## config.mk

```make
export PLATFORM = sky130hd
export DESIGN_NAME = cla48_mp_sequencer
export DESIGN_NICKNAME = d
export VERILOG_FILES = /design/src/rtl/cla48_mp_sequencer.sv
export SDC_FILE = /design/constraint.sdc
export NUM_CORES = 1
export LEC_CHECK = 0
export ABC_AREA = 1
export ABC_CLOCK_PERIOD_IN_PS = 10100
export CORE_ASPECT_RATIO = 0.6
export CORE_MARGIN = 4
export CORE_UTILIZATION = 35
export CTS_CLUSTER_DIAMETER = 40
export DETAILED_ROUTE_END_ITERATION = 7
export SLEW_MARGIN = 40
export SYNTH_ARGS = -nofsm -noshare
export SYNTH_HDL_FRONTEND = slang
export SYNTH_SLANG_ARGS = --single-unit
```

## constraint.sdc

```tcl
create_clock -name i_clk -period 10.1 [get_ports i_clk]
set_input_delay 1.01 -clock i_clk [delete_from_list [all_inputs] [get_ports i_clk]]
set_output_delay 1.01 -clock i_clk [all_outputs]
set_load 0.05 [all_outputs]
```

## src/rtl/cla48_mp_sequencer.sv

```systemverilog
// Multi-precision add/subtract sequencer: one 48-bit carry-lookahead adder walked over NWORDS limbs.
// Optional macro MPSEQ_OVF_EN adds the o_ovf two's-complement overflow output.

module cla_48bit (
  input  logic [47:0] a,
  input  logic [47:0] b,
  input  logic        c_in,
  output logic [47:0] sum,
  output logic        c_out
);

  // 4-bit lookahead groups; group carries chained across the 12 groups.
  function automatic logic [48:0] cla_add(input logic [47:0] x, input logic [47:0] y,
                                          input logic ci);
    logic [47:0] g;
    logic [47:0] p;
    logic [47:0] c;
    logic [12:0] gc;
    logic        gg;
    logic        pp;
    g  = x & y;
    p  = x ^ y;
    c  = '0;
    gc = '0;
    gc[0] = ci;
    for (int k = 0; k < 12; k++) begin
      c[4*k]   = gc[k];
      c[4*k+1] = g[4*k] | (p[4*k] & gc[k]);
      c[4*k+2] = g[4*k+1] | (p[4*k+1] & g[4*k]) | (p[4*k+1] & p[4*k] & gc[k]);
      c[4*k+3] = g[4*k+2] | (p[4*k+2] & g[4*k+1]) | (p[4*k+2] & p[4*k+1] & g[4*k])
               | (p[4*k+2] & p[4*k+1] & p[4*k] & gc[k]);
      gg = g[4*k+3] | (p[4*k+3] & g[4*k+2]) | (p[4*k+3] & p[4*k+2] & g[4*k+1])
         | (p[4*k+3] & p[4*k+2] & p[4*k+1] & g[4*k]);
      pp = p[4*k+3] & p[4*k+2] & p[4*k+1] & p[4*k];
      gc[k+1] = gg | (pp & gc[k]);
    end
    return {gc[12], p ^ c};
  endfunction

  assign {c_out, sum} = cla_add(a, b, c_in);

endmodule

module cla48_mp_sequencer #(
  parameter int NWORDS = 2
) (
  input  logic                 i_clk,
  input  logic                 i_rst,
  input  logic                 i_req_valid,
  output logic                 o_req_ready,
  input  logic                 i_op_sub,
  input  logic                 i_cin,
  input  logic [NWORDS*48-1:0] i_a,
  input  logic [NWORDS*48-1:0] i_b,
  output logic                 o_rsp_valid,
  input  logic                 i_rsp_ready,
  output logic [NWORDS*48-1:0] o_sum,
  output logic                 o_cout,
  output logic                 o_busy
`ifdef MPSEQ_OVF_EN
  ,
  output logic                 o_ovf
`endif
);

  localparam int W  = NWORDS * 48;
  localparam int IW = (NWORDS > 1) ? $clog2(NWORDS) : 1;
  localparam logic [IW-1:0] LAST = IW'(NWORDS - 1);

  typedef enum logic [1:0] {
    IDLE = 2'd0,
    RUN  = 2'd1,
    DONE = 2'd2
  } state_t;

  state_t        state;
  logic [W-1:0]  a_q;
  logic [W-1:0]  b_q;
  logic [W-1:0]  sum_q;
  logic          carry_q;
  logic          cout_q;
  logic [IW-1:0] idx;
  logic [47:0]   limb_a;
  logic [47:0]   limb_b;
  logic [47:0]   limb_sum;
  logic          limb_cout;

  assign limb_a = a_q[idx*48 +: 48];
  assign limb_b = b_q[idx*48 +: 48];

  cla_48bit u_cla (
    .a    (limb_a),
    .b    (limb_b),
    .c_in (carry_q),
    .sum  (limb_sum),
    .c_out(limb_cout)
  );

`ifdef MPSEQ_OVF_EN
  logic ovf_q;
`endif

  // B is stored pre-inverted for subtract so RUN never needs to know the op.
  always_ff @(posedge i_clk) begin
    if (i_rst) begin
      state   <= IDLE;
      idx     <= '0;
      carry_q <= 1'b0;
      sum_q   <= '0;
      cout_q  <= 1'b0;
      a_q     <= '0;
      b_q     <= '0;
`ifdef MPSEQ_OVF_EN
      ovf_q   <= 1'b0;
`endif
    end else begin
      case (state)
        IDLE: begin
          if (i_req_valid) begin
            a_q     <= i_a;
            b_q     <= i_op_sub ? ~i_b : i_b;
            carry_q <= i_op_sub ? 1'b1 : i_cin;
            idx     <= '0;
            sum_q   <= '0;
            state   <= RUN;
          end
        end
        RUN: begin
          sum_q[idx*48 +: 48] <= limb_sum;
          carry_q             <= limb_cout;
          if (idx == LAST) begin
            cout_q <= limb_cout;
`ifdef MPSEQ_OVF_EN
            ovf_q  <= (a_q[W-1] == b_q[W-1]) && (limb_sum[47] != a_q[W-1]);
`endif
            idx    <= '0;
            state  <= DONE;
          end else begin
            idx <= idx + 1'b1;
          end
        end
        DONE: begin
          if (i_rsp_ready) state <= IDLE;
        end
        default: state <= IDLE;
      endcase
    end
  end

  assign o_req_ready = (state == IDLE);
  assign o_busy      = (state != IDLE);
  assign o_rsp_valid = (state == DONE);
  assign o_sum       = sum_q;
  assign o_cout      = cout_q;
`ifdef MPSEQ_OVF_EN
  assign o_ovf       = ovf_q;
`endif

endmodule

```

Word level (Yosys, flattened, before mapping)
Index checks and enable logic that the tools add are counted.
{ "classes": {"add_sub_neg": 2, "multipliers": 1, "n_eq_ne": 5, "n_shift": 4, "n_mux": 14, "bitwise": 316, "n_reduce_logical": 7} }
{ "op_table": {"columns": ["op", "count"], "rows": [
  ["$and A1 B1 Y1", 192],
  ["$mux W96", 2],
  ["$pmux W96 S2", 1],
  ["$shiftx A96 B8 Y48", 2],
  ["$or A1 B1 Y1", 120],
  ["$bwmux W96", 1],
  ["$not A96 Y96", 1],
  ["$shift A48 B34 Y96 const A", 1],
  ["$shiftx A48 B34 Y96", 1],
  ["$xor A48 B48 Y48", 2],
  ["$and A48 B48 Y48", 1],
  ["$neg A7 Y34", 1],
  ["$mux W2", 3],
  ["$pmux W2 S3", 1],
  ["$reduce_and A2 Y1", 3],
  ["$mux W1", 4],
  ["$ne A2 B2 Y1 const B", 2],
  ["$pmux W1 S2", 2],
  ["$reduce_bool A2 Y1", 2],
  ["$mul A1 B2 Y3 const B", 1],
  ["$reduce_and A3 Y1", 1],
  ["$eq A2 B1 Y1 const B", 1],
  ["$eq A2 B2 Y1 const B", 1],
  ["$logic_not A2 Y1", 1],
  ["2 further kinds", 2]
]} }
{ "totals": {"register_bits": 293, "output_inout_bits": 100, "wordCells": 356} }

Depth between registers and ports, before layout
Gate-level depths: netlist (run 1).
{ "depth": {"depth_word": 34, "depth_mapped": 34} }

Modules after synthesis
From an unflattened synthesis (run 1), not the netlist that was laid out.
{ "hier_totals": {"hier_cells": 2069, "area_unflattened_um2": 14559.0} }
{ "modules_own_cells": {"columns": ["module", "instances", "cells_each", "area_per_inst_um2", "seq_area_each_um2"], "rows": [
  ["cla48_mp_sequencer", 1, 1804, 12552.0, 5865.6],
  ["cla_48bit", 1, 265, 2006.9, 0.0]
]} }

Worst setup path before layout (run 1)
No wires, ideal clock.
{ "synth_path": {"path_kind": "reg2reg", "start": "reg idx", "end": "reg sum_q[93], in the netlist o_sum[93]", "t_arrival_ns": 3.753, "required_time_ns": 10.029, "setup_slack_ns": 6.276, "path_stages_with_launch": 33, "synth_period_minus_slack_ns": 3.824, "path_cell_list": "dfxtp_1 -> clkbuf_1 -> clkbuf_1 -> clkbuf_1 -> nand2_1 -> nand2_1 -> ha_1 -> a21oi_1 -> nand2_1 -> nor2_2 -> nand2_4 -> nand2_2 -> nand2_2 -> nand2_2 -> nand2_4 -> nand2_4 -> nand2_4 -> nand2_4 -> nand2_4 -> nand2_4 -> nand2_4 -> nand2_4 -> nand2_4 -> nand2_4 -> nand2_4 -> nand2_4 -> nand2_4 -> nand2_4 -> nand2_4 -> fa_1 -> xor2_1 -> nand2_1 -> a21oi_1"} }
{ "synth_between": {"elab_chain_cells": 34, "elab_cells_between_ends": 312} }
{ "synth_lines": {"columns": ["item", "line_no", "source"], "rows": [
  ["start: declaration", "82", "logic [IW-1:0] idx;"],
  ["start signal: assignment", "139", "idx <= idx + 1'b1;"],
  ["$mul A1 B2 Y3 (*)", "88, 89, 129", null],
  ["$shiftx A96 B8 Y48, on equally long branches", "88, 89", null],
  ["$xor A48 B48 Y48 / $and A48 B48 Y48 (equally long branches)", "22, 21", null],
  ["$and A1 B1 Y1, on equally long branches", "32, 33, 34", null],
  ["$or A1 B1 Y1 (tied with other cells) (2 in a row)", "32", "gg = g[4*k+3] | (p[4*k+3] & g[4*k+2]) | (p[4*k+3] & p[4*k+2] & g[4*k+1])"],
  ["$or A1 B1 Y1 / $and A1 B1 Y1 (equally long branches)", "33, 35", null],
  ["$or A1 B1 Y1", "35", "gc[k+1] = gg | (pp & gc[k]);"],
  ["$and A1 B1 Y1", "35", null],
  ["[... 17 more ...]", null, null],
  ["$and A1 B1 Y1", "35", null],
  ["$or A1 B1 Y1", "35", null],
  ["$and A1 B1 Y1, on equally long branches", "28, 29, 31", null],
  ["$or A1 B1 Y1, on equally long branches", "28, 29, 31", null],
  ["$xor A48 B48 Y48", "37", "return {gc[12], p ^ c};"],
  ["$shiftx A48 B34 Y96", "129", "sum_q[idx*48 +: 48] <= limb_sum;"],
  ["$bwmux W96 (*)", "129", null],
  ["$pmux W96 S2 (*)", "117", "case (state)"],
  ["end signal: indexed assignment", "129", null],
  ["end: declaration", "79", "logic [W-1:0] sum_q;"]
]} }
Mark *: on every way between the ends. The rest lies on a longest branch, timed or not.
A chain may end at the register's enable or synchronous reset.

Worst setup path after layout (run 1)
Same ends and word-level chain as after synthesis.

==> flow_summary.toml, run 1 <==
[synthesis]
synth-edff-count = 0
syn-num-nets = 2140
synth-seq-cells = 293
yosys_warnings = 0
synthCells = 1882
async_flop_share = 0
syn_avg_cell_area_um2 = 7.44
netlist_area_um2 = 14000
ys_types = 28
synthFlopType = "dfxtp_1"
seq_area_frac_synth = 0.419

[clocking]
cts_sinks = 293
numCtsBuffers = 36
cts_buffer_depth = 3
cts_hold_buf = 0
cts_tree = "built"
htreeDepth = 2
post_cts_buffers = 0
cts_resized = 0
ctsRootBufferMaster = "clkbuf_16"
clk_pin_slew_worst_paths_ns = 0.06
clk_latency_ns = 0.52

[critical_path]
reg2reg_from = "idx"
crit_family = "simple AND/OR/NAND/NOR gates"
crit_path_max_incr_delay_ns = 0.67
path_max_fanout = 60
crit_type = "register to register"
start_kind = "register"
worstPathRequired_ns = 10.54
cpMostUsedCell = "nand2_4"
crit_path_end = "o_sum[93]"
cp_slowest_cell = "dfxtp_4"
worst-path-stages = 32
endpoint_kind = "register"
reg2reg_slack_ns = 5.13
worst_ep_arrival_time_ns = 5.41
cp_num_buf_inv = 3
rr_endpoint = "o_sum[93]"
critPathLaunch = "idx"
r2r_cells = 32

[drt]
via_per_inst = 4.84
ant_nets = 0
drt_wl_total_um = 43500
dr.pass1.iters = 5
vias = 12825
drc = 0
drt_iter0_markers = 867
post_drt_wl_per_cell_um = 16.4

[timing]
rsz0062_at_grt = "false"
fmax_mhz = 201
skew_ns = 0.0125
post-route-period-util = 0.492
hold_viol = 0
max_slew_margin = 0.444
tightest_slew_ns = 0.834
finalSetupViolations = 0
fin_tns_setup_ns = 0
min_period_ns = 4.97
drv_slew = 0

[global_route]
grt_first_pass_wirelength_um = 67600
grt_max_degree = 116
antenna_found_initial = 0
gr-total-overflow = 0
grt_pass1_vias = 12252
grt_use_total = 0.194

[die]
start_util = 0.357
die_area_um2 = 43400
fp.dieH_um = 163
fp.coreArea_um2 = 39200
die_x_um = 266
io_pins = 298
placementRows = 56

[place]
gp_congestion = 0.832
numPortBuffers = 297
hpwl_um = 30900

[outcome]
status = "complete, no violations"

[layout]
drive_above_1_share = 0.0526
diodes = 0
fin_util = 0.473
nets = 2359
area_delta_synth_final_pct = 32.5

[power]
peakVddDrop_mv = 0.0812
p_leak_nw = 7.52
p_per_area_nw_per_um2 = 185

[run]
drv_cap = 0

[hold_path]
hold_depth = 2
hold_path.class = "register to register"
-- registers in the layout (all words and copies together) (netlist names) --
| name | flops |
|---|---|
| idx | 1 |
| b_q | 96 |
| carry_q | 1 |
| o_sum | 96 |
| o_cout | 1 |
| state | 2 |
| a_q | 96 |
-- cell usage after synthesis (2+ instances only) --
library cell / n / area [um^2]
a211oi_1: 48 / 360
a21oi_1: 176 / 881
a21oi_2: 3 / 26.3
buf_1: 10 / 37.5
buf_6: 2 / 22.5
clkbuf_1: 114 / 428
clkinv_1: 2 / 7.51
dfxtp_1: 293 / 5870
fa_1: 12 / 240
ha_1: 48 / 601
inv_1: 92 / 345
nand2_1: 426 / 1600
nand2_2: 7 / 43.8
nand2_4: 16 / 180
nand3_1: 31 / 155
nand3_2: 4 / 40.0
nor2_1: 264 / 991
nor3_1: 2 / 10.0
o21ai_0: 194 / 971
o21bai_1: 6 / 45.0
xnor2_1: 60 / 526
xor2_1: 66 / 578
-- stage by stage --
stage / power, mW / cell area, um^2 / setup slack [ns] / hold WS, ns / cells
floorplan: 1.79 / 14000 / 6.28 / 0.424 / 1882
global placement: 2.06 / 17200 / 5.28 / 0.435 / 2585
detailed placement: 2.07 / 17300 / 5.13 / 0.439 / 2585
CTS: 3.46 / 18500 / 5.11 / 0.448 / 2651
global route: 3.59 / 18500 / 4.73 / 0.461 / 2651
finish: 3.42 / 18500 / 5.13 / 0.446 / 2651
-- cell usage in the layout, fill, tap and decap left out, types with 2 or more instances in the layout --
cell type          n
nand2_2            7
xor2_1            66
dfxtp_1          292
fa_1              12
o21bai_1           6
xnor2_1           60
buf_4              8
clkdlybuf4s50_1  295
nor3_1             2
a21oi_1          176
clkbuf_16         37
clkinv_4           3
clkinvlp_4         2
nand3_1           31
o21ai_0          194
clkbuf_8           3
clkinv_2           3
clkbuf_1           6
nand3_2            4
nor2_4             2
a211oi_1          48
ha_1              48
inv_4              4
nor2_1           262
nand2_4           17
bufinv_16          6
buf_6              4
inv_6              6
nand2_1          425
a21oi_2            3
inv_1             88
-- per-layer routing --
layer / vias to the layer above / wire length, um / global-route usage
met5: - / 0 / 0
met4: 0 / 894 / 0.0461
met3: 62 / 2470 / 0.0322
met2: 361 / 19000 / 0.297
met1: 5886 / 21100 / 0.285
li1: 6516 / - / -
-- cell families (layout without fill, tap and decap cells) --
family / count (synthesis) / count (layout) / synth area share
compound gates: 430 / 430 / 0.165
xor+xnor: 126 / 126 / 0.0788
fa+ha+maj: 60 / 60 / 0.0601
buf+inv: 220 / 467 / 0.0601
flops: 293 / 293 / 0.419
simple gates: 753 / 753 / 0.217
-- where the power goes --
group          switching [mW]  internal, mW  total [mW]
Sequential             0.0513          1.25        1.30
Clock                   0.522         0.858        1.38
Combinational           0.466         0.277       0.743
Total                    1.04          2.38        3.42
-- cell type report --
| type | count | area [um^2] |
|---|---|---|
| well taps | 522 | 653 |
| fillers | 3892 | 20700 |
| clock buffers | 46 | 990 |
| repair buffers | 307 | 3060 |
| flip-flops and latches | 293 | 5870 |
| multi-input cells | 1369 | 7310 |
| inverters | 94 | 370 |
| clock inverters | 20 | 289 |
-- how the worst min path moves through the flow --
stage | start | endpoint | slack, ns
2_1_floorplan | b_q[10] | b_q[10] | 0.42
5_1_grt | b_q[26] | b_q[26] | 0.46
3_3_place_gp | b_q[27] | b_q[27] | 0.43
4_1_cts | b_q[41] | b_q[41] | 0.45
6_report | b_q[24] | b_q[24] | 0.45
3_5_place_dp | b_q[28] | b_q[28] | 0.44
-- worst reg2reg max path: cells and delay by family, from the launching register on --
kind | cells | cell delay (ns)
compound gates | 2 | 0.39
buf+inv | 3 | 1.08
fa+ha+maj | 2 | 0.75
simple gates | 24 | 1.79
xor+xnor | 1 | 0.20
flops | 1 | 0.67
(Power assumes the default switching activity.)
==> run 2: changes to the inputs <==
--- a/config.mk
+++ b/config.mk
@@ -6,7 +6,7 @@
 export NUM_CORES = 1
 export LEC_CHECK = 0
 export ABC_AREA = 1
-export ABC_CLOCK_PERIOD_IN_PS = 10100
+export ABC_CLOCK_PERIOD_IN_PS = 4750
 export CORE_ASPECT_RATIO = 0.6
 export CORE_MARGIN = 4
 export CORE_UTILIZATION = 35
==> constraint.sdc (replaced) <==
create_clock -name i_clk -period 4.75 [get_ports i_clk]
set_input_delay 0.475 -clock i_clk [delete_from_list [all_inputs] [get_ports i_clk]]
set_output_delay 0.475 -clock i_clk [all_outputs]
set_load 0.05 [all_outputs]
==> run 2 against run 1 <==
Worst hold slack worse by 0.13 ns. Clock skew is 0.0037 ns higher. Cell area is 1.2% higher. Critical path type unchanged. Largest cell class unchanged. Highest routed layer unchanged.
==> flow_summary.toml, run 2 (synthesis results as in run 1) <==
[drt]
via_per_inst = 4.85
drt_iter0_markers = 874
met2_length_um = 19200
drt_wl_total_um = 44700
post_drt_wl_per_cell_um = 16.8
dr.pass1.iters = 6
route.top_layer_used = "met4"
route.layer.met1.wl_um = 21700
ant_nets = 0
drc = 0
vias = 12941
wl_met3_um = 2730

[clocking]
clk_latency_ns = 0.54
cts_resized = 0
htreeDepth = 2
cts_tree = "built"
ctsRootBufferMaster = "clkbuf_16"
cts_hold_buf = 0
cts_sinks = 293
post_cts_buffers = 0
numCtsBuffers = 42
cts_buffer_depth = 3
clk_pin_slew_worst_paths_ns = 0.06

[critical_path]
path_max_fanout = 42
worst_ep_arrival_time_ns = 4.65
crit_type = "register to register"
start_kind = "register"
rr_endpoint = "o_sum[93]"
cpMostUsedCell = "nand2_4"
cp_slowest_cell = "dfxtp_4"
critPathLaunch = "idx"
reg2reg_slack_ns = 0.56
crit_path_end = "o_sum[93]"
r2r_cells = 30
endpoint_kind = "register"
worstPathRequired_ns = 5.21
reg2reg_from = "idx"
crit_path_max_incr_delay_ns = 0.61

[timing]
post-route-period-util = 0.883
rsz0062_at_grt = "false"
max_slew_margin = 0.490
fmax_mhz = 239
whs_ns = 0.318
hold_viol = 0
drv_slew = 0
finalSetupViolations = 0
tightest_slew_ns = 0.764
skew_ns = 0.0161
fin_tns_setup_ns = 0
min_period_ns = 4.19

[layout]
drive_above_1_share = 0.0603
multi_input_area_um2 = 7310
area_delta_synth_final_pct = 34.1
regArea_um2 = 5870
nets = 2368
n_fill_cell = 3915
fin_util = 0.478
design_area_um2 = 18800
final_cell_mix = "nand2_1, clkdlybuf4s50_1, dfxtp_1, nor2_1, o21ai_0"
mostFrequentLayoutCell = "nand2_1"

[run]
drv_cap = 0

[place]
numPortBuffers = 297
hpwl_um = 31500
gp_congestion = 0.846
place_area_um2 = 17300

[power]
p_total_mw = 7.57
p_leak_nw = 7.62
p_per_area_nw_per_um2 = 404
peakVddDrop_mv = 0.197

[die]
die_x_um = 266
placementRows = 56
io_pins = 298
fp.coreArea_um2 = 39200
fp.dieH_um = 163
start_util = 0.357
die_area_um2 = 43400

[global_route]
grt_use_total = 0.197
gr-total-overflow = 0
grt_pass1_vias = 12215
antenna_found_initial = 3
grt_first_pass_wirelength_um = 68300
grt_max_degree = 124

[hold_path]
hold_path.class = "primary input to register"

[outcome]
status = "complete, no violations"
## run 2: cell types whose count changed in the layout (fill, tap and decap cells not counted), moves of 2 or more
cell and change:
clkinv_4 +3, buf_6 -2, inv_8 +2, clkbuf_16 +8
inv_6 +3, buf_4 +3, bufinv_16 -3, clkbuf_1 -5
clkinvlp_4 +2, diode_2 +3, inv_4 -2
## run 2: cell type report
| type | instances | share of cell area |
|---|---|---|
| well taps | 522 | 0.0348 |
| clock buffers | 50 | 0.0631 |
| clock inverters | 25 | 0.0147 |
| flip-flops and latches | 293 | 0.313 |
| multi-input cells | 1369 | 0.390 |
| repair buffers | 310 | 0.165 |
| diodes | 3 | 0.000400 |
| inverters | 94 | 0.0197 |
## run 2: report_power, final
part	leakage (nW)	switching, mW	internal [mW]
clock	0.708	1.24	1.98
combinational	4.51	1.00	0.594
sequential	2.41	0.107	2.66
## run 2: worst max-delay path, delay by kind of cell (launching register included)
kind / cells / cell delay [ns]
xor+xnor: 1 / 0.22
fa+ha+maj: 2 / 0.73
buf+inv: 1 / 0.33
flops: 1 / 0.61
simple gates: 24 / 1.89
compound gates: 2 / 0.35
## run 2: worst min path at each step
stage	slack (ns)	startpoint	to	cells past startpoint
5_1_grt	0.31	i_rst	o_sum[1]	2
2_1_floorplan	0.42	b_q[10]	b_q[10]	2
3_3_place_gp	0.43	b_q[44]	b_q[44]	2
3_5_place_dp	0.44	b_q[36]	b_q[36]	2
6_report	0.32	i_rst	o_sum[61]	2
4_1_cts	0.28	i_rst	o_sum[61]	2
## run 2: routing by layer
metal / up-vias / track usage
met5: - / 0
met4: 0 / 0.0628
met1: 5969 / 0.288
li1: 6548 / -
met2: 351 / 0.291
met3: 73 / 0.0397
## run 2: metrics by stage
step / cells / worst slack [ns]
4_1_cts: 2663 / 0.547
6_report: 2666 / 0.557
3_3_place_gp: 2588 / 0.756
2_1_floorplan: 1882 / 0.926
5_1_grt: 2666 / 0.214
3_5_place_dp: 2588 / 0.572
